`config.mk`:
```
export PLATFORM = sky130hd
export DESIGN_NAME = btn_enable_gen
export DESIGN_NICKNAME = d
export VERILOG_FILES = /design/src/rtl/btn_enable_gen.sv
export SDC_FILE = /design/constraint.sdc
export NUM_CORES = 1
export LEC_CHECK = 0
export BUFFER_PORTS_ARGS = -buffer_cell sky130_fd_sc_hd__buf_2
export CAP_MARGIN = 30
export CORE_MARGIN = 5
export CORE_UTILIZATION = 45
export DETAILED_ROUTE_END_ITERATION = 10
export SLEW_MARGIN = 10
export SYNTH_ARGS = -nofsm -noshare
export SYNTH_HDL_FRONTEND = slang
export SYNTH_SLANG_ARGS = --single-unit
```
`constraint.sdc`:
```
create_clock -name clk -period 2.4 [get_ports clk]
set_input_delay 0.12 -clock clk [delete_from_list [all_inputs] [get_ports clk]]
set_output_delay 0.12 -clock clk [all_outputs]
set_load 0.02 [all_outputs]
```
`src/rtl/btn_enable_gen.sv`:
```
// Purpose : debounce a raw push-button into one-cycle enable pulses with optional auto-repeat.
// Latency : first pulse is high in the cycle after edge N+DEBOUNCE_CYCLES+2 (N = first edge sampling btn_in high).
// Backpressure: none; free-running, the downstream counter must accept every enable pulse.
//
// Ports:
//   clk           rising-edge system clock
//   rst           asynchronous active-low reset (0 = reset)
//   btn_in        raw button, asynchronous to clk, active-high
//   enable        one-cycle pulse per debounced press, plus repeat pulses while held
//   pressed       debounced button level
//   repeat_active high while the auto-repeat state is active
module btn_enable_gen #(
    parameter int unsigned DEBOUNCE_CYCLES = 4,
    parameter int unsigned REPEAT_DELAY    = 16,
    parameter int unsigned REPEAT_PERIOD   = 8,
    parameter bit          REPEAT_EN       = 1'b1
) (
    input  logic clk,
    input  logic rst,
    input  logic btn_in,
    output logic enable,
    output logic pressed,
    output logic repeat_active
);

    typedef enum logic [2:0] {
        IDLE,
        DB_PRESS,
        HELD,
        REPEAT,
        DB_RELEASE
    } state_t;

    localparam logic [15:0] DB_L  = 16'(DEBOUNCE_CYCLES);
    localparam logic [15:0] RD_L  = 16'(REPEAT_DELAY);
    localparam logic [15:0] RP_L  = 16'(REPEAT_PERIOD);
    localparam logic [15:0] ONE_L = 16'd1;

    state_t      state_q, state_d;
    logic [15:0] timer_q, timer_d;
    logic        sync1_q, sync1_d;
    logic        sync2_q, sync2_d;
    logic        enable_q, enable_d;
    logic        pressed_q, pressed_d;
    logic        repeat_q, repeat_d;
    logic        btn_s;

    // Two-flop synchroniser; the FSM only ever looks at the second stage.
    assign sync1_d = btn_in;
    assign sync2_d = sync1_q;
    assign btn_s   = sync2_q;

    always_comb begin
        state_d  = state_q;
        timer_d  = timer_q;
        enable_d = 1'b0;
        unique case (state_q)
            IDLE: begin
                if (btn_s) begin
                    state_d = DB_PRESS;
                    timer_d = ONE_L;
                end
            end
            DB_PRESS: begin
                if (!btn_s) begin
                    state_d = IDLE;
                end else if (timer_q == DB_L) begin
                    state_d  = HELD;
                    enable_d = 1'b1;
                    timer_d  = ONE_L;
                end else begin
                    timer_d = timer_q + ONE_L;
                end
            end
            HELD: begin
                // Release is tested first so it beats a simultaneous timer match.
                if (!btn_s) begin
                    state_d = DB_RELEASE;
                    timer_d = ONE_L;
                end else if (REPEAT_EN && (timer_q == RD_L)) begin
                    state_d  = REPEAT;
                    enable_d = 1'b1;
                    timer_d  = ONE_L;
                end else if (timer_q != RD_L) begin
                    // Without auto-repeat the timer parks at REPEAT_DELAY instead of wrapping.
                    timer_d = timer_q + ONE_L;
                end
            end
            REPEAT: begin
                if (!btn_s) begin
                    state_d = DB_RELEASE;
                    timer_d = ONE_L;
                end else if (timer_q == RP_L) begin
                    enable_d = 1'b1;
                    timer_d  = ONE_L;
                end else begin
                    timer_d = timer_q + ONE_L;
                end
            end
            DB_RELEASE: begin
                // A bounce back high returns to HELD with the repeat delay restarted.
                if (btn_s) begin
                    state_d = HELD;
                    timer_d = ONE_L;
                end else if (timer_q == DB_L) begin
                    state_d = IDLE;
                end else begin
                    timer_d = timer_q + ONE_L;
                end
            end
            default: begin
                state_d = IDLE;
                timer_d = '0;
            end
        endcase
    end

    // Level outputs are decoded from the next state so they register alongside it.
    always_comb begin
        pressed_d = (state_d == HELD) || (state_d == REPEAT) || (state_d == DB_RELEASE);
        repeat_d  = (state_d == REPEAT);
    end

    always_ff @(posedge clk or negedge rst) begin
        if (!rst) begin
            sync1_q   <= 1'b0;
            sync2_q   <= 1'b0;
            state_q   <= IDLE;
            timer_q   <= '0;
            enable_q  <= 1'b0;
            pressed_q <= 1'b0;
            repeat_q  <= 1'b0;
        end else begin
            sync1_q   <= sync1_d;
            sync2_q   <= sync2_d;
            state_q   <= state_d;
            timer_q   <= timer_d;
            enable_q  <= enable_d;
            pressed_q <= pressed_d;
            repeat_q  <= repeat_d;
        end
    end

    assign enable        = enable_q;
    assign pressed       = pressed_q;
    assign repeat_active = repeat_q;

endmodule

```
# Yosys cells after proc, flatten, opt, wreduce, memory -nomap -nowiden
# Index checks and enable logic that the tools add are counted.
# Widths: inputs -> output; s select.
[totals]
reg_bits = 24
inputBits = 3
[classes]
addsub = 1
muxes = 27
reduce_logical = 4
eq_ne = 15
[op_table]
columns = ["operator", "count"]
rows = [
  ["$mux 16", 10],
  ["$pmux 16 s5", 1],
  ["$mux 3", 8],
  ["$add 16x1->16 const B", 1],
  ["$eq 16x3->1 const B", 1],
  ["$eq 16x4->1 const B", 1],
  ["$eq 16x5->1 const B", 1],
  ["$ne 16x5->1 const B", 1],
  ["$pmux 3 s5", 1],
  ["$eq 3x2->1 const B", 4],
  ["$eq 3x3->1 const B", 2],
  ["$mux 1", 6],
  ["$ne 2x2->1 const B", 2],
  ["$ne 4x4->1 const B", 1],
  ["$reduce_and 4->1", 1],
  ["$eq 3x1->1 const B", 1],
  ["$logic_not 3->1", 1],
  ["$ne 3x3->1 const B", 1],
  ["$pmux 1 s3", 1],
  ["$logic_or 1x1->1", 2],
]

# Logic depth before layout (Yosys ltp)
[depth]
word_depth = 7
depth_mapped = 9

# Worst setup path after synthesis
# Ideal clock, no wire load.
[synth_path]
kind = "reg2reg"
startpoint = "register timer_q[0]"
endpoint = "register timer_q[5]"
setup_slack_ps = 329
arrival_ps = 1952
stages_incl_launch_ff = 10
t_required_ps = 2281
cell_sequence = "dfrtp_1 -> inv_1 -> ha_1 -> nor4b_4 -> and4_1 -> buf_6 -> a21o_1 -> a2111oi_4 -> buf_6 -> nor2_1"
[synth_between]
elab_chain_cells = 5
word_cells_on_any_way = 18
cone_classes = "add/sub (1); eq/ne (6); mux (10); reduce/logical (1)"
[synth_rtl]
columns = ["item", "line", "rtl"]
rows = [
  ["from (decl)", "40", "logic [15:0] timer_q, timer_d;"],
  ["from (signal assigned)", "137", "timer_q <= timer_d;"],
  ["$add 16x1->16", "--", ""],
  ["$mux 16", "84", "end else if (timer_q != RD_L) begin"],
  ["$mux 16", "80", "end else if (REPEAT_EN && (timer_q == RD_L)) begin"],
  ["$mux 16", "77", "if (!btn_s) begin"],
  ["$pmux 16 s5", "57", "unique case (state_q)"],
]
# Several ways; a longest one is shown, not always the timed one. The select of a mux whose other input is x is not followed.
# A chain may end at the register's enable or synchronous reset.

# Final worst setup path
[layout_path]
startpoint = "register timer_q[0]"
endpoint = "register timer_q[9]"
# Same word-level chain as after synthesis.

==> out/results.env <==
CTS.REPORTEDPATHS.CLKPINSLEW_NS=0.14
MAPPEDNETLISTAREA_UM2=1473
SYNTH.YOSYS.SEQ_AREA_SHARE_PCT=40.78
TOTAL_LEAKAGE_POWER_uW=0.0006581
FINALCRITPERIODSHARE_PCT=90.28
WL_PER_CELL_UM=14.85
GRT_TOTAL_OVFL=0
FMAX_GHz=0.4615
TOTALPOWERFINAL_uW=1197
CP.ARRIVAL_NS=2.39
INITIALDRTVIOLATIONCOUNT=118
WORSTMARGINPINSLEW_NS=0.5634
SYNTHARSTFLOPSHARE_PCT=100.0
RESULT_OF_THE_RUN='finished, final reports clean'
POWER.SHARE.COMBINATIONAL_PCT=31.2
INITIAL_CORE_UTIL_PCT=47.46
MULTIINPUTGATEAREA_UM2=803.3
FIRST_GLOBAL_VIAS=1178
GLOBAL_ROUTE_USAGE_SUM_PCT=16.00
NETSWITCHINGPOWER_uW=417.0
YOSYS.AREA.TOP_TYPE_SHARE_PCT=40.78
DIE_W_UM=67.21
PLACEMENT_ROWS=20
ROUTE.DETAILED.VIAS_PER_INST=5.626
CTS_BUFFER_DEPTH=2
END_KIND='flip-flop'
CTS_POST_SETUP_BUFFERS_INSERTED=0
AREA_DELTA_SYNTH_FINAL_PCT=9.006
DP.FINAL_HPWL_MM=2.205
DESIGN.DIE.AREA_UM2=4517
DRV_SLEW=0
SYNTH.FF_LATCH_COUNT=24
GRT_START_MAX_NET_PINS=25
SYNTH_AREA_PER_CELL_UM2=9.501
FRACTION_OF_FINAL_LAYOUT_CELLS_SIZED_BEYOND_DRIVE_STRENGTH_1_PCT=16.67
AREA.SEQUENTIAL_UM2=600.6
GATE_COUNT_POST_SYNTH=155
FINAL_PERIOD_MINUS_WORST_SETUP_SLACK_NS=2.167
SYNTH-MAIN-FF-CELL='dfrtp_1'
N_ANTENNA_CELL=0
CRITPATHREQUIREDTIME_NS=2.63
CRITICAL_PATH_BUF_INV_COUNT=2
MAXCAPVIOLATIONS=0
HOLDCRITPATHCLASS='in -> async'
DRT_PASS1_ITERATIONS=4
DETAIL_ROUTE.DRC_VIOLATIONS=0
FINAL.SETUP.TNS_NS=0
NUMPORTBUFFERS=5
POSTROUTEANTENNANETS=0
FILLCELL_TOTAL=309
FINAL-HOLD-VIOLATION-COUNT=0
CTS-HTREE-LEVELS=1
BOUNDARYPINS=6
CELL_INTERNAL_PWR_uW=780.3
SYNTHESIS.NETS=160
NUMCTSBUFFERS=3
TIMING_WORST_SETUP_PATH_TYPE='reg -> reg'
SEQUENTIAL_GROUP_SHARE_OF_TOTAL_POWER_PCT=43.8
DRT-TOTAL-WL_MM=3.059
CRIT_CHAIN='inv_1, ha_1, nor4b_4, and4_2, a21o_1, a2111oi_4, buf_4, nor2_1'
CORE_REGION_AREA_UM2=3103
SWITCHING_SHARE_PCT=34.83
RSZ0062_AT_GRT='no'
IR_WORST_VDD_V=0.0003861
FIN_WS_NS=0.2334
POWER_DENSITY_nW_PER_UM2=745.9
START_KIND='flip-flop'
YOSYSWARNINGCOUNT=0
SYNTH_TOP_CELL_BY_AREA='dfrtp_1'
TOP_COUNT_CELL_POST_SYNTH='dfrtp_1'
NETLIST_TOP_CELLS_AREA='dfrtp_1 (41%), nor2_1 (5.6%), o21ai_0 (3.4%)'
PATH_MAX_FANOUT=10
CLOCK-SKEW-FINAL_NS=0.003075
DETAILEDPLACE.WORSTSLACK_NS=0.2205
CLOCKROOTBUFFER='clkbuf_4'
DIEHEIGHT_UM=67.21
CRITPATHMAXSTAGEDELAY_NS=0.45
TRITONCTS_CLOCK_TREE='done'
MAX-SLEW-MARGIN-REL_PCT=62.12
SETUP_VIOL=0
CLK_LATENCY_NS=0.32
UTILIZATION_PCT=51.73
POST_SYNTH_NUM_CELL_TYPES=43
FIN_WORST_HOLD_SLACK_NS=0.3155
SYNTH_EDF_COUNT=0
FINALNETCOUNT=168
CP_TOP_FAMILY='compound AO/OA/AOI/OAI gates'
SYNTH_COMMONEST_CELLS='dfrtp_1 (24), nor2_1 (22), o21ai_0 (10)'
CLKPWRFRAC_PCT=25.0
VIA_COUNT=1159
CTS_NUM_SINKS=24
GRT_ANTENNA_BEFORE_REPAIR=0
CRITPATHSLOWESTCELL='dfrtp_1'
FINAL_WEIGHTED_CONGESTION_IN_ROUTABILITY_DRIVEN_PLACEMENT=0.9000
GRT_FIRST_PASS_WIRELENGTH_MM=5.464
-- logic make-up (layout without fill, tap and decap cells) --
| logic type | count (synthesis) | after routing | synth area share, % |
|---|---|---|---|
| adder cells (fa/ha/maj) | 2 | 2 | 1.699 |
| buffers and inverters | 13 | 20 | 4.757 |
| XOR/XNOR | 7 | 7 | 4.163 |
| AO/OA/AOI/OAI | 35 | 35 | 16.82 |
| AND/OR/NAND/NOR | 69 | 69 | 28.29 |
| multiplexers | 5 | 5 | 3.483 |
| flip-flops | 24 | 24 | 40.78 |
-- path summary, 6_finish.rpt --
path / start / endpoint / slack (ns) / depth (start not counted)
setup / recovery: timer_q[0] / timer_q[9] / 0.23 / 8
hold reg to reg: sync1_q / btn_s / 0.37 / 0
min in group clk: sync1_q / btn_s / 0.37 / 0
hold / removal: rst / state_q[0] / 0.32 / 2
max in group asynchronous: rst / timer_q[10] / 1.73 / 2
setup reg to reg: timer_q[0] / timer_q[9] / 0.23 / 8
-- routing by layer --
metal	GRT usage, %	part of all wire (%)	vias to the layer above
met4	6.582	2.6	0
met2	26.87	48	30
met5	0	0	-
met3	2.829	4.1	9
li1	-	-	566
met1	20.23	45	554
-- metrics by stage --
step	std cells	cell area, µm²
after floorplan	155	1473
after global placement	200	1531
after detailed placement	200	1531
after CTS	206	1604
after global routing	206	1605
final	206	1605
-- power by group through the flow --
stage | combinational, µW | clock [µW] | sequential, µW
global placement | 366 | 0 | 529
finish | 373 | 299 | 525
detailed placement | 370 | 0 | 531
CTS | 377 | 303 | 523
global route | 421 | 328 | 537
floorplan | 330 | 0 | 484
-- area by class of cell --
type | count | area share [%]
clock buffers | 3 | 1.403
well taps | 44 | 3.429
flip-flops and latches | 24 | 37.41
inverters | 5 | 1.169
multi-input cells | 118 | 50.04
repair buffers | 11 | 4.677
clock inverters | 1 | 1.871
-- sequential cells by signal, indices dropped and copies added, names as in the netlist --
signal and flops:
sync1_q 1, enable 1, state_q 3, timer_q 16
btn_s 1, pressed 1, repeat_active 1
-- cells in the final DEF, fill, tap and decap left out, types with 2 or more instances in the layout --
master and n:
buf_4 4, ha_1 2, nand4_1 5, or3_1 5, a21oi_2 3, buf_2 5, clkbuf_4 3, dlygate4sd3_1 2
nand3_1 6, o211ai_1 2, xnor2_1 3, nand3b_1 2, and4_2 2, a211oi_1 3, xor2_1 4, mux2i_1 4
a21oi_1 5, and3_1 2, nor2_1 22, nor4_4 2, o21ai_0 10, nand2b_1 2, nand2_1 8, nor2b_1 2
nor3b_1 3, a41oi_1 2, dfrtp_1 24, inv_1 5, a21o_1 3, o31ai_1 3
-- timing repair --
item,CTS,global route
endpoints found under the hold margin,25,0
setup endpoints to repair,0,10
resized for setup,0,1
hold buffers,2,0
No activity file was read; power rests on OpenSTA's default activity.
